`src/rtl/ula_seq.sv`:
```
// ula_seq: registered ALU with valid/ready on both sides, status flags,
// shifts and an iterative unsigned shift-add multiplier. At most one
// operation is in flight at a time.
//
// Ports:
//   clk, rst_n              clock, async active-low reset
//   in_valid / in_ready     operation handshake (A, B, carry_in, seletor)
//   out_valid / out_ready   result handshake
//   resultado               result (low word for MUL)
//   resultado_alto          MUL high word, 0 otherwise
//   carry_out, zero, negativo, overflow, erro   status flags
module ula_seq #(
  parameter int WIDTH = 8
) (
  input  logic             clk,
  input  logic             rst_n,
  input  logic             in_valid,
  output logic             in_ready,
  input  logic [WIDTH-1:0] A,
  input  logic [WIDTH-1:0] B,
  input  logic             carry_in,
  input  logic [3:0]       seletor,
  output logic             out_valid,
  input  logic             out_ready,
  output logic [WIDTH-1:0] resultado,
  output logic [WIDTH-1:0] resultado_alto,
  output logic             carry_out,
  output logic             zero,
  output logic             negativo,
  output logic             overflow,
  output logic             erro
);

  localparam int CW = $clog2(WIDTH);
  localparam logic [3:0] SEL_MUL = 4'b1001;

  typedef enum logic [1:0] {OCIOSO, CALC, SAIDA} estado_t;

  estado_t            state_q, state_d;
  logic [CW-1:0]      cnt_q, cnt_d;
  logic [WIDTH-1:0]   a_q, a_d;
  logic [2*WIDTH-1:0] acc_q, acc_d;
  logic [WIDTH-1:0]   res_q, res_d, hi_q, hi_d;
  logic               cout_q, cout_d, zero_q, zero_d, neg_q, neg_d;
  logic               ovf_q, ovf_d, err_q, err_d;

  // Single-cycle datapath, evaluated on the live inputs so the result is
  // registered at the accept edge.
  logic [WIDTH:0]   soma, dif;
  logic [WIDTH-1:0] alu_res;
  logic             alu_c, alu_v, alu_e;

  always_comb begin
    soma    = {1'b0, A} + {1'b0, B} + {{WIDTH{1'b0}}, carry_in};
    dif     = {1'b0, A} - {1'b0, B} - {{WIDTH{1'b0}}, carry_in};
    alu_res = '0;
    alu_c   = 1'b0;
    alu_v   = 1'b0;
    alu_e   = 1'b0;
    case (seletor)
      4'b0000: alu_res = A & B;
      4'b0001: alu_res = A | B;
      4'b0010: alu_res = ~A;
      4'b0011: alu_res = ~(A & B);
      4'b0100: begin
        alu_res = soma[WIDTH-1:0];
        alu_c   = soma[WIDTH];
        alu_v   = (A[WIDTH-1] == B[WIDTH-1]) && (soma[WIDTH-1] != A[WIDTH-1]);
      end
      4'b0101: begin
        alu_res = dif[WIDTH-1:0];
        alu_c   = dif[WIDTH];  // wraps negative => borrow
        alu_v   = (A[WIDTH-1] != B[WIDTH-1]) && (dif[WIDTH-1] != A[WIDTH-1]);
      end
      4'b0110: alu_res = A ^ B;
      4'b0111: begin
        alu_res = {A[WIDTH-2:0], 1'b0};
        alu_c   = A[WIDTH-1];
      end
      4'b1000: begin
        alu_res = {1'b0, A[WIDTH-1:1]};
        alu_c   = A[0];
      end
      default: alu_e = 1'b1;  // 1001 never reaches here; 1010..1111 invalid
    endcase
  end

  // One shift-add step: acc = {partial high, remaining multiplier bits}.
  // Adding A into the high half then shifting right consumes one
  // multiplier bit per clock.
  logic [WIDTH:0]     parc;
  logic [2*WIDTH-1:0] acc_nx;

  always_comb begin
    parc   = {1'b0, acc_q[2*WIDTH-1:WIDTH]} + (acc_q[0] ? {1'b0, a_q} : '0);
    acc_nx = {parc, acc_q[WIDTH-1:1]};
  end

  always_comb begin
    state_d   = state_q;
    cnt_d     = cnt_q;
    a_d       = a_q;
    acc_d     = acc_q;
    res_d     = res_q;
    hi_d      = hi_q;
    cout_d    = cout_q;
    zero_d    = zero_q;
    neg_d     = neg_q;
    ovf_d     = ovf_q;
    err_d     = err_q;
    in_ready  = 1'b0;
    out_valid = 1'b0;
    case (state_q)
      OCIOSO: begin
        in_ready = 1'b1;
        if (in_valid) begin
          if (seletor == SEL_MUL) begin
            a_d     = A;
            acc_d   = {{WIDTH{1'b0}}, B};
            cnt_d   = '0;
            state_d = CALC;
          end else begin
            res_d   = alu_res;
            hi_d    = '0;
            cout_d  = alu_c;
            zero_d  = (alu_res == '0);
            neg_d   = alu_res[WIDTH-1];
            ovf_d   = alu_v;
            err_d   = alu_e;
            state_d = SAIDA;
          end
        end
      end
      CALC: begin
        acc_d = acc_nx;
        cnt_d = cnt_q + CW'(1);
        // Final iteration writes the product straight into the outputs.
        if (cnt_q == CW'(WIDTH-1)) begin
          res_d   = acc_nx[WIDTH-1:0];
          hi_d    = acc_nx[2*WIDTH-1:WIDTH];
          cout_d  = |acc_nx[2*WIDTH-1:WIDTH];
          zero_d  = (acc_nx == '0);
          neg_d   = acc_nx[WIDTH-1];
          ovf_d   = 1'b0;
          err_d   = 1'b0;
          state_d = SAIDA;
        end
      end
      SAIDA: begin
        out_valid = 1'b1;
        if (out_ready) state_d = OCIOSO;
      end
      default: state_d = OCIOSO;
    endcase
  end

  always_ff @(posedge clk or negedge rst_n) begin
    if (!rst_n) begin
      state_q <= OCIOSO;
      cnt_q   <= '0;
      a_q     <= '0;
      acc_q   <= '0;
      res_q   <= '0;
      hi_q    <= '0;
      cout_q  <= 1'b0;
      zero_q  <= 1'b0;
      neg_q   <= 1'b0;
      ovf_q   <= 1'b0;
      err_q   <= 1'b0;
    end else begin
      state_q <= state_d;
      cnt_q   <= cnt_d;
      a_q     <= a_d;
      acc_q   <= acc_d;
      res_q   <= res_d;
      hi_q    <= hi_d;
      cout_q  <= cout_d;
      zero_q  <= zero_d;
      neg_q   <= neg_d;
      ovf_q   <= ovf_d;
      err_q   <= err_d;
    end
  end

  assign resultado      = res_q;
  assign resultado_alto = hi_q;
  assign carry_out      = cout_q;
  assign zero           = zero_q;
  assign negativo       = neg_q;
  assign overflow       = ovf_q;
  assign erro           = err_q;

endmodule
```
`config.mk`:
```
export PLATFORM = sky130hd
export DESIGN_NAME = ula_seq
export DESIGN_NICKNAME = d
export VERILOG_FILES = /design/src/rtl/ula_seq.sv
export SDC_FILE = /design/constraint.sdc
export NUM_CORES = 1
export LEC_CHECK = 0
export CAP_MARGIN = 20
export CELL_PAD_IN_SITES_DETAIL_PLACEMENT = 1
export CELL_PAD_IN_SITES_GLOBAL_PLACEMENT = 2
export CORE_MARGIN = 3
export CORE_UTILIZATION = 31
export DETAILED_ROUTE_END_ITERATION = 16
export HOLD_SLACK_MARGIN = 0.03
export PLACE_DENSITY_LB_ADDON = 0.1
export SLEW_MARGIN = 20
export SYNTH_ARGS = -nofsm -noshare
export SYNTH_HDL_FRONTEND = slang
export SYNTH_SLANG_ARGS = --single-unit
```
`constraint.sdc`:
```
create_clock -name clk -period 2.7 [get_ports clk]
set_input_delay 0.54 -clock clk [delete_from_list [all_inputs] [get_ports clk]]
set_output_delay 0.54 -clock clk [all_outputs]
set_load 0.01 [all_outputs]
```
==> metrics <==
outcome=finished with violations; failing checks=setup timing; Finished Layout Cells=814; TritonCTS clock tree=done; max frequency=328 MHz; layout cell share with drive strength beyond 1=0.344; Final GP Congestion=0.916; Die Y=121 um; First DRT Iteration DRCs=224; Post-synth EDFFs=0; GRT overflow=0; number of global-route vias before repair=4647; core area=12800 sq um; Hold WC Path Type=input port to asynchronous set/reset pin; Detailed Route WL=15.9 mm; hold_ws=0.253 ns; number of diodes=0; Worst Path Max Fanout=4; Max clock buf depth=2; Reg2Reg Setup Slack=-0.35 ns; pwr/cell area=640 nW/um^2; CP Launch Type=flip-flop; first-pass GRT wire length=25.3 mm; number of library cell types mapped by synthesis=73; initial antenna violation count=0; FF+latch count, synth=49; Max VDD drop=0.000279 V; dpl hpwl=12.4 mm; IO Pins=48; Row Count=41; H-Tree Depth=2; DRT antenna net count=0; Pleak=2.94 nW; clk_lat worst skew=0.30 ns; Critical Path Sink Type=flip-flop; Post-Synthesis Cells=478; # placed instances=793; # setup viols final=6; Worst Path Required=2.94 ns; clock sink total=49; Synth Cell Area=4100 sq um; area leader, netlist=dfrtp_1; mean area per synthesized cell=8.57 sq um; Nets=711; maxcap violations=0; Final period util=1.13; Arrival @ worst endpoint=3.28 ns; Worst-Margin Slew=0.794 ns; PortBufs=47; GRT Total Usage=0.223; Seq/Total Area, Yosys=0.299; Clock transition at path regs=0.06 ns; Yosys Warn Count=0; # fillers=1477; Total Die Area=14600 sq um; asr flop ratio synth=1.00; Root Buffer=clkbuf_16; wire per inst=19.6 um; # DRC=0; Area Growth Syn to Fin=54.3%; cts hold-fix bufs=0; vias per inst=5.22; CTS buffer count=5; relative slew slack=0.469; crit path time final=3.05 ns; net count after synthesis=548; WS Path Type=flip-flop to flip-flop; post-route setup slack=-0.347 ns; clk_skew=0.00551 ns; DRT Pass-1 Iters=4; largest net degree at the start of global routing=27; DR vias=4251; Final Hold Fails=0; fin util=0.495; max-slew violations=0; synth top area cells=dfrtp_1, ha_1, nand2_1, o21ai_0, inv_1; Die X=121 um; RSZ-0062 raised after global routing=yes; ys flop type=dfrtp_1; initial core utilization=0.321; top-area cell type share of the netlist area=0.299
-- repair_timing --
| action | CTS | global route |
|---|---|---|
| setup endpoints to repair | 10 | 12 |
| pin swaps | 29 | 16 |
| buffers inserted | 13 | 0 |
| resized for setup | 87 | 24 |
| gates cloned | 0 | 0 |
-- flip-flops by register name, indices dropped and copies added, names as in the netlist --
name	flops
carry_out	1
cnt_q	3
negativo	1
acc_q	16
state_q	2
overflow	1
resultado_alto	8
a_q	8
erro	1
zero	1
resultado	7
-- routing by layer --
layer | part of all wire | vias to the layer above | global-route usage
met4 | 0.023 | 0 | 0.0694
met1 | 0.43 | 2121 | 0.272
met5 | 0 | - | 0
li1 | - | 2051 | -
met3 | 0.022 | 19 | 0.0200
met2 | 0.52 | 60 | 0.413
-- synthesized netlist by cell type, types with 10 or more instances --
| cell type | instances |
|---|---|
| nand2_1 | 54 |
| dfrtp_1 | 49 |
| ha_1 | 40 |
| o21ai_0 | 34 |
| inv_1 | 33 |
| nor2_1 | 27 |
| clkbuf_1 | 21 |
| a21oi_1 | 17 |
| a31oi_1 | 15 |
| nor3_1 | 14 |
| and2_1 | 10 |
| nor2b_1 | 10 |
-- final timing paths --
| check | start | end | cells past startpoint |
|---|---|---|---|
| hold / removal | rst_n | resultado_alto[0]$_DFFE_PN0P_ | 1 |
| min in group clk | resultado_alto[6]$_DFFE_PN0P_ | resultado_alto[6]$_DFFE_PN0P_ | 2 |
| hold reg to reg | resultado_alto[6]$_DFFE_PN0P_ | resultado_alto[6]$_DFFE_PN0P_ | 2 |
| setup / recovery | acc_q[0]$_DFFE_PN0P_ | zero$_DFFE_PN0P_ | 10 |
| setup reg to reg | acc_q[0]$_DFFE_PN0P_ | zero$_DFFE_PN0P_ | 10 |
| max in group asynchronous | rst_n | acc_q[7]$_DFFE_PN0P_ | 2 |
-- critical path, stage by stage (launching register included) --
cell	delay (ns)
dfrtp_1	0.40
and2_4	0.16
ha_4	0.16
fa_2	0.34
a21o_1	0.23
a21oi_2	0.19
xnor2_1	0.14
or4_1	0.53
or3b_4	0.44
o41ai_4	0.23
o22a_1	0.16
-- area by class of cell --
cell class	instances	area, sq um	area share
Multi-Input combinational cell	369	2980	0.472
Clock inverter	1	30.0	0.00475
Tap cell	172	215	0.0341
Sequential cell	49	1230	0.194
Timing Repair Buffer	183	1600	0.253
Clock buffer	7	143	0.0226
Inverter	33	124	0.0196
-- power breakdown --
part / internal [mW] / leakage [nW] / switching, mW
registers: 0.954 / 0.631 / 0.195
logic: 1.16 / 2.22 / 0.992
clock network: 0.463 / 0.0841 / 0.274
total: 2.58 / 2.94 / 1.46
-- layout by cell type (no fill, tap or decap), types with 9 or more instances in the layout --
| cell | instances |
|---|---|
| ha_1 | 26 |
| a31oi_1 | 15 |
| ha_4 | 11 |
| nor2b_1 | 9 |
| nor3_1 | 11 |
| a21oi_1 | 16 |
| inv_1 | 21 |
| buf_6 | 12 |
| and2_1 | 9 |
| nand2_1 | 53 |
| dfrtp_1 | 49 |
| nor2_1 | 26 |
| o21ai_0 | 29 |
| buf_4 | 117 |
| clkdlybuf4s50_1 | 32 |
| inv_2 | 12 |
-- metrics by stage --
step | area (sq um) | setup TNS, ns | worst slack [ns] | total power, mW
3_3_place_gp | 5670 | -7.72 | -0.792 | 2.79
6_report | 6320 | -1.32 | -0.347 | 4.04
4_1_cts | 6260 | -0.744 | -0.267 | 3.98
2_1_floorplan | 4110 | -0.212 | -0.131 | 1.98
5_1_grt | 6320 | -2.01 | -0.437 | 4.31
3_5_place_dp | 5670 | -9.63 | -0.817 | 2.86
-- cell families (layout without fill, tap and decap cells) --
family          after synthesis  in the layout  synth area share
fa+ha+maj                    45             45             0.147
compound gates              135            135             0.229
buf+inv                      60            224            0.0571
flops                        49             49             0.299
simple gates                165            165             0.209
mux                           9              9            0.0235
xor+xnor                     15             15            0.0354
No activity file was read; power rests on OpenSTA's default activity.
